## src/rtl/hazard_pkg.sv

```systemverilog
// hazard_pkg: shared definitions for the pipeline hazard controller.
//   - MIPS opcode / funct constants used by the hazard decode
//   - fwd_sel_e : E-stage operand source (REGFILE / FROM_M / FROM_W)
//   - mdu_state_e : multiply/divide tracker states
//   - helpers: is_load() opcode decode, fwd_select() forwarding priority
package hazard_pkg;

    localparam logic [5:0] OP_RTYPE = 6'h00;
    localparam logic [5:0] OP_BEQ   = 6'h04;
    localparam logic [5:0] OP_BNE   = 6'h05;
    localparam logic [5:0] OP_LB    = 6'h20;
    localparam logic [5:0] OP_LH    = 6'h21;
    localparam logic [5:0] OP_LW    = 6'h23;
    localparam logic [5:0] OP_LBU   = 6'h24;
    localparam logic [5:0] OP_LHU   = 6'h25;

    localparam logic [5:0] FN_JR    = 6'h08;
    localparam logic [5:0] FN_MFHI  = 6'h10;
    localparam logic [5:0] FN_MTHI  = 6'h11;
    localparam logic [5:0] FN_MFLO  = 6'h12;
    localparam logic [5:0] FN_MTLO  = 6'h13;
    localparam logic [5:0] FN_MULT  = 6'h18;
    localparam logic [5:0] FN_MULTU = 6'h19;
    localparam logic [5:0] FN_DIV   = 6'h1A;
    localparam logic [5:0] FN_DIVU  = 6'h1B;

    typedef enum logic [1:0] {
        REGFILE = 2'd0,
        FROM_M  = 2'd1,
        FROM_W  = 2'd2
    } fwd_sel_e;

    typedef enum logic {
        IDLE = 1'b0,
        BUSY = 1'b1
    } mdu_state_e;

    function automatic logic is_load(input logic [5:0] op);
        logic hit;
        case (op)
            OP_LB, OP_LH, OP_LW, OP_LBU, OP_LHU: hit = 1'b1;
            default:                             hit = 1'b0;
        endcase
        return hit;
    endfunction

    // M-stage result is younger than W-stage, so it wins when both match.
    function automatic fwd_sel_e fwd_select(input logic       we_m,
                                            input logic [4:0] wba_m,
                                            input logic       we_w,
                                            input logic [4:0] wba_w,
                                            input logic [4:0] field);
        fwd_sel_e sel;
        if (we_m && (wba_m != 5'd0) && (wba_m == field)) begin
            sel = FROM_M;
        end else if (we_w && (wba_w != 5'd0) && (wba_w == field)) begin
            sel = FROM_W;
        end else begin
            sel = REGFILE;
        end
        return sel;
    endfunction

endpackage

```

## src/rtl/hazard_ctrl_mdu_tracker.sv

```systemverilog
// mdu_tracker: busy tracker for the multi-cycle multiply/divide unit.
// Ports:
//   clk, rst   : clock, synchronous active-high reset
//   start_mult : mult/multu present in E (loads MULT_CYCLES)
//   start_div  : div/divu present in E (loads DIV_CYCLES)
//   busy       : high while an MDU operation is in flight
// Starts arriving while already BUSY are ignored.
module mdu_tracker
    import hazard_pkg::*;
#(
    parameter int MULT_CYCLES = 5,
    parameter int DIV_CYCLES  = 10
) (
    input  logic clk,
    input  logic rst,
    input  logic start_mult,
    input  logic start_div,
    output logic busy
);

    localparam int MAX_CYCLES = (MULT_CYCLES > DIV_CYCLES) ? MULT_CYCLES : DIV_CYCLES;
    localparam int CNT_W      = $clog2(MAX_CYCLES + 1);

    mdu_state_e       state_reg, state_next;
    logic [CNT_W-1:0] cnt_reg, cnt_next;

    always_ff @(posedge clk) begin
        if (rst) begin
            state_reg <= IDLE;
            cnt_reg   <= '0;
        end else begin
            state_reg <= state_next;
            cnt_reg   <= cnt_next;
        end
    end

    always_comb begin
        state_next = state_reg;
        cnt_next   = cnt_reg;
        case (state_reg)
            IDLE: begin
                if (start_mult) begin
                    state_next = BUSY;
                    cnt_next   = CNT_W'(MULT_CYCLES);
                end else if (start_div) begin
                    state_next = BUSY;
                    cnt_next   = CNT_W'(DIV_CYCLES);
                end
            end
            BUSY: begin
                // cnt counts the busy cycles still to come, including this one.
                if (cnt_reg == CNT_W'(1)) begin
                    state_next = IDLE;
                    cnt_next   = '0;
                end else begin
                    cnt_next = cnt_reg - CNT_W'(1);
                end
            end
            default: begin
                state_next = IDLE;
                cnt_next   = '0;
            end
        endcase
    end

    assign busy = (state_reg == BUSY);

endmodule

```

## src/rtl/hazard_ctrl.sv

```systemverilog
// hazard_ctrl: hazard controller for the 5-stage MIPS pipeline.
// Decodes the D/E/M instruction words and produces:
//   stall            : freeze PC and F/D (drives En low)
//   clear_E          : flush D/E to a bubble (equal to stall)
//   fwd_rs_E/rt_E    : E operand source, 0=regfile 1=M result 2=W result
//   mdu_busy         : multiply/divide in progress
// Inputs: clk, rst (sync, active high), Instr_D/E/M, WBA_E/M/W, we_E/M/W.
// Optional MDU tracking and MDU stalls are built only when HAZARD_MDU_EN
// is defined; otherwise mdu_busy is 0 and MDU instructions never stall.
module hazard_ctrl
    import hazard_pkg::*;
#(
    parameter int MULT_CYCLES = 5,
    parameter int DIV_CYCLES  = 10
) (
    input  logic        clk,
    input  logic        rst,
    input  logic [31:0] Instr_D,
    input  logic [31:0] Instr_E,
    input  logic [31:0] Instr_M,
    input  logic [4:0]  WBA_E,
    input  logic [4:0]  WBA_M,
    input  logic [4:0]  WBA_W,
    input  logic        we_E,
    input  logic        we_M,
    input  logic        we_W,
    output logic        stall,
    output logic        clear_E,
    output logic [1:0]  fwd_rs_E,
    output logic [1:0]  fwd_rt_E,
    output logic        mdu_busy
);

    logic [5:0] op_d, funct_d, op_e, op_m;
    logic [4:0] rs_d, rt_d, rs_e, rt_e;

    assign op_d    = Instr_D[31:26];
    assign rs_d    = Instr_D[25:21];
    assign rt_d    = Instr_D[20:16];
    assign funct_d = Instr_D[5:0];
    assign op_e    = Instr_E[31:26];
    assign rs_e    = Instr_E[25:21];
    assign rt_e    = Instr_E[20:16];
    assign op_m    = Instr_M[31:26];

    // Load-use: the loaded value is not available until after M.
    logic load_use;
    assign load_use = is_load(op_e) && (WBA_E != 5'd0) &&
                      ((WBA_E == rs_d) || (WBA_E == rt_d));

    // Branches resolve in D, so any producer still in E (or a load in M)
    // cannot be forwarded in time.
    logic is_br_cmp, is_jr, rs_hit, rt_hit, branch_hz, load_m;
    assign load_m    = is_load(op_m);
    assign is_br_cmp = (op_d == OP_BEQ) || (op_d == OP_BNE);
    assign is_jr     = (op_d == OP_RTYPE) && (funct_d == FN_JR);
    assign rs_hit    = (rs_d != 5'd0) &&
                       ((we_E && (rs_d == WBA_E)) || (load_m && (rs_d == WBA_M)));
    assign rt_hit    = (rt_d != 5'd0) &&
                       ((we_E && (rt_d == WBA_E)) || (load_m && (rt_d == WBA_M)));
    assign branch_hz = (is_br_cmp && (rs_hit || rt_hit)) || (is_jr && rs_hit);

    logic mdu_hz;

`ifdef HAZARD_MDU_EN
    logic [5:0] funct_e;
    logic       start_mult, start_div, busy, d_is_mdu;

    assign funct_e    = Instr_E[5:0];
    assign start_mult = (op_e == OP_RTYPE) && ((funct_e == FN_MULT) || (funct_e == FN_MULTU));
    assign start_div  = (op_e == OP_RTYPE) && ((funct_e == FN_DIV)  || (funct_e == FN_DIVU));

    mdu_tracker #(
        .MULT_CYCLES (MULT_CYCLES),
        .DIV_CYCLES  (DIV_CYCLES)
    ) u_mdu_tracker (
        .clk        (clk),
        .rst        (rst),
        .start_mult (start_mult),
        .start_div  (start_div),
        .busy       (busy)
    );

    always_comb begin
        d_is_mdu = 1'b0;
        if (op_d == OP_RTYPE) begin
            case (funct_d)
                FN_MFHI, FN_MTHI, FN_MFLO, FN_MTLO,
                FN_MULT, FN_MULTU, FN_DIV, FN_DIVU: d_is_mdu = 1'b1;
                default:                            d_is_mdu = 1'b0;
            endcase
        end
    end

    // A start in E counts too: the tracker only turns busy on the next edge.
    assign mdu_hz   = d_is_mdu && (busy || start_mult || start_div);
    assign mdu_busy = busy;
`else
    assign mdu_hz   = 1'b0;
    assign mdu_busy = 1'b0;
`endif

    // Fields that no hazard rule looks at.
    logic unused_bits;
    assign unused_bits = ^{clk, Instr_D[15:6], Instr_E[15:0], Instr_M[25:0]};

    fwd_sel_e fwd_rs_sel, fwd_rt_sel;
    assign fwd_rs_sel = fwd_select(we_M, WBA_M, we_W, WBA_W, rs_e);
    assign fwd_rt_sel = fwd_select(we_M, WBA_M, we_W, WBA_W, rt_e);

    // All control outputs are forced quiet during reset.
    assign stall    = ~rst & (load_use | branch_hz | mdu_hz);
    assign clear_E  = stall;
    assign fwd_rs_E = rst ? 2'd0 : fwd_rs_sel;
    assign fwd_rt_E = rst ? 2'd0 : fwd_rt_sel;

endmodule

```

## config.mk

```make
export PLATFORM = sky130hd
export DESIGN_NAME = hazard_ctrl
export DESIGN_NICKNAME = d
export VERILOG_FILES = /design/src/rtl/hazard_pkg.sv /design/src/rtl/hazard_ctrl_mdu_tracker.sv /design/src/rtl/hazard_ctrl.sv
export SDC_FILE = /design/constraint.sdc
export NUM_CORES = 1
export LEC_CHECK = 0
export CAP_MARGIN = 20
export CORE_MARGIN = 8
export CORE_UTILIZATION = 22
export DETAILED_ROUTE_END_ITERATION = 8
export GPL_TIMING_DRIVEN = 0
export PLACE_DENSITY_LB_ADDON = 0.08
export SYNTH_ARGS = -nofsm -noshare
export SYNTH_HDL_FRONTEND = slang
export SYNTH_HIERARCHICAL = 1
export SYNTH_SLANG_ARGS = --single-unit
export TNS_END_PERCENT = 30
```

## constraint.sdc

```tcl
create_clock -name vclk -period 2
set_clock_uncertainty 0.1 [all_clocks]
set_input_delay 0.2 -clock vclk [all_inputs]
set_output_delay 0.2 -clock vclk [all_outputs]
set_load 0.02 [all_outputs]
```

==> impl_metrics.sql <==
INSERT INTO impl_metrics (metric_group, metric, value, unit) VALUES
('run_status', 'status', 'finished, violations left', ''),
('run_status', 'failing_checks', 'setup timing', ''),
('placed_design', 'dp_slack', '-1010', 'ps'),
('power_and_ir_drop', 'power.net_switching', '107', 'uW'),
('yosys', 'synth-seq-area-share', '0', '%'),
('setup_path', 'worst_setup_path_start_kind', 'input pin', ''),
('setup_path', 'timing.critical_path.to_type', 'output pin', ''),
('floorplan', 'design.core.area', '3260', 'um^2'),
('timing', 'timing.final.setup_violations', '1', ''),
('timing', 'timing.final.crit_share', '102', '%'),
('placed_design', 'post-dp-hpwl', '2.72', 'mm'),
('global_route', 'grt_antenna_before_repair', '0', ''),
('flow_run', 'maxCapViolations', '0', ''),
('yosys', 'yosysMostFrequentCell', 'sky130_fd_sc_hd__xnor2_1', ''),
('yosys', 'ys_top_cells_by_count', '23 x sky130_fd_sc_hd__xnor2_1, 17 x sky130_fd_sc_hd__xor2_1, 9 x sky130_fd_sc_hd__nor3_1', ''),
('layout', 'fillCellCount', '379', ''),
('timing', 'hold_viol_final', '0', ''),
('timing', 'rsz0062_at_grt', 'yes', ''),
('layout', 'area_delta_synth_final', '101', '%'),
('power_and_ir_drop', 'pwr-share-comb', '100.0', '%'),
('detailed_routing', 'post_drt_via_cell_ratio', '4.36', ''),
('setup_path', 'delay_contributed_by_the_slowest_stage_of_the_critical_path', '430', 'ps'),
('power_and_ir_drop', 'p_clk_share', '0', '%'),
('layout', 'antennaDiodeCount', '0', ''),
('power_and_ir_drop', 'ir_worst_vdd', '0.0636', 'mV'),
('placed_design', 'port-buffer-count', '64', ''),
('setup_path', 'crit_arrival', '1740', 'ps'),
('setup_path', 'crit_type', 'input pin to output pin', ''),
('worst_hold_path', 'hold_path_startpoint', 'WBA_E[2]', ''),
('floorplan', 'floorplan.die_area', '5380', 'um^2'),
('yosys', 'mappedNetlistArea', '723', 'um^2'),
('detailed_routing', 'route.vias.total', '912', ''),
('timing', 'minimum_clock_period_after_layout', '2040', 'ps'),
('yosys', 'number_of_instances_in_the_synthesized_netlist', '99', ''),
('yosys', 'synth_fp_nets', '215', ''),
('detailed_routing', 'detail_route.iter0.violations', '20', ''),
('power_and_ir_drop', 'total_leakage_power', '0.000606', 'uW'),
('timing', 'clock.fmax', '491', 'MHz'),
('detailed_routing', 'post-route-drc-count', '0', ''),
('timing', 'hold-worst-slack', '866', 'ps'),
('floorplan', 'die-width', '73.3', 'um'),
('detailed_routing', 'routed_wl', '3.08', 'mm'),
('power_and_ir_drop', 'p_per_area', '178', 'nW/um^2'),
('layout', 'finish.instance_area', '1450', 'um^2'),
('yosys', 'synthesis.area_per_instance', '7.30', 'um^2'),
('placed_design', 'finalWeightedCongestion', '0.779', ''),
('setup_path', 'timing.critical_path.cells', 'clkdlybuf4s15_1 > or4_4 > o211a_1 > a32oi_2 > o311ai_4 > buf_4 > buf_6', ''),
('layout', 'num-nets-final', '281', ''),
('yosys', 'yosys_warnings', '6', ''),
('power_and_ir_drop', 'part_of_the_power_in_registers', '0', '%'),
('global_route', 'grt_max_degree', '6', ''),
('floorplan', 'floorplan.initialDensity', '22.2', '%'),
('global_route', 'gr_overflow_total', '0', ''),
('timing', 'totalNegativeSetupSlack', '-38.7', 'ps'),
('setup_path', 'slowest_stage', 'sky130_fd_sc_hd__or4_4', ''),
('power_and_ir_drop', 'cell_internal_pwr', '151', 'uW'),
('layout', 'clk_buffers', '0', ''),
('worst_hold_path', 'hold_path.class', 'input pin to output pin', ''),
('timing', 'timing.final.ws_setup', '-38.7', 'ps'),
('yosys', 'post-synth-top-area-fraction', '27.9', '%'),
('placed_design', 'place_area', '1420', 'um^2'),
('timing', 'slew_violations', '0', ''),
('setup_path', 'worstSetupStartpoint', 'WBA_E[1]', ''),
('cts', 'post_cts_hold_buffer_count', '0', ''),
('floorplan', 'fp.dieH', '73.3', 'um'),
('layout', 'regArea', '0', 'um^2'),
('setup_path', 'required_worst_endpoint', '1700', 'ps'),
('worst_hold_path', 'whs_path_depth', '5', ''),
('setup_path', 'worst-path-max-fanout', '3', ''),
('global_route', 'number_of_global_route_vias_before_repair', '1087', ''),
('detailed_routing', 'drt-pass1-iter-count', '2', '');
==> area by class of cell <==
cell class	count	share of cell area, %
Inverter	2	0.517
Timing Repair Buffer	64	40.9
Buffer	7	3.02
Multi-Input combinational cell	90	51.6
Tap cell	46	3.97
==> what timing repair did <==
item | 4_1_cts | 5_1_grt
pin swaps | 6 | 9
hold endpoints to repair | 0 | 0
setup buffers | 0 | 0
gates resized for setup | 49 | 28
endpoints found under the setup margin | 6 | 6
==> per-layer routing <==
| layer | global-route usage, % | wire (um) |
|---|---|---|
| met2 | 21.0 | 1550 |
| met5 | 0 | 0 |
| met4 | 0 | 0 |
| met1 | 13.0 | 1270 |
| met3 | 2.86 | 254 |
==> worst paths after layout <==
path | to
setup / recovery | stall
hold / removal | clear_E
==> stage by stage <==
stage	total power, uW	util [%]	cells
after floorplan	107	-	99
after global routing	283	44.5	209
after detailed placement	263	43.6	209
final	258	44.5	209
after CTS	258	43.9	209
after global placement	261	43.6	209
==> worst max-delay path: cells and delay by family <==
family	cells	cell delay (ps)
compound gates	3	610
buf+inv	3	490
simple gates	1	430
==> cell families (layout without fill, tap and decap cells) <==
| kind of cell | after synthesis | after routing | synth area share (%) |
|---|---|---|---|
| XOR/XNOR | 40 | 40 | 48.4 |
| other | 1 | 1 | 0.519 |
| AO/OA/AOI/OAI | 11 | 11 | 12.5 |
| AND/OR/NAND/NOR | 38 | 38 | 31.5 |
| buffers and inverters | 9 | 73 | 7.09 |
==> layout by cell type (no fill, tap or decap), types with 4 or more instances in the layout <==
master / instances
sky130_fd_sc_hd__clkbuf_2: 6
sky130_fd_sc_hd__clkdlybuf4s50_1: 34
sky130_fd_sc_hd__dlygate4sd2_1: 13
sky130_fd_sc_hd__nand2_1: 4
sky130_fd_sc_hd__nand3_1: 5
sky130_fd_sc_hd__nor3_1: 7
sky130_fd_sc_hd__xnor2_1: 23
sky130_fd_sc_hd__xor2_1: 17
==> power groups by stage <==
| stage | Clock, uW | Sequential (uW) | Combinational [uW] |
|---|---|---|---|
| 2_1_floorplan | 0 | 0 | 107 |
| 3_3_place_gp | 0 | 0 | 261 |
| 3_5_place_dp | 0 | 0 | 263 |
| 4_1_cts | 0 | 0 | 258 |
| 5_1_grt | 0 | 0 | 283 |
| 6_report | 0 | 0 | 258 |
No activity file was read; power rests on OpenSTA's default activity.
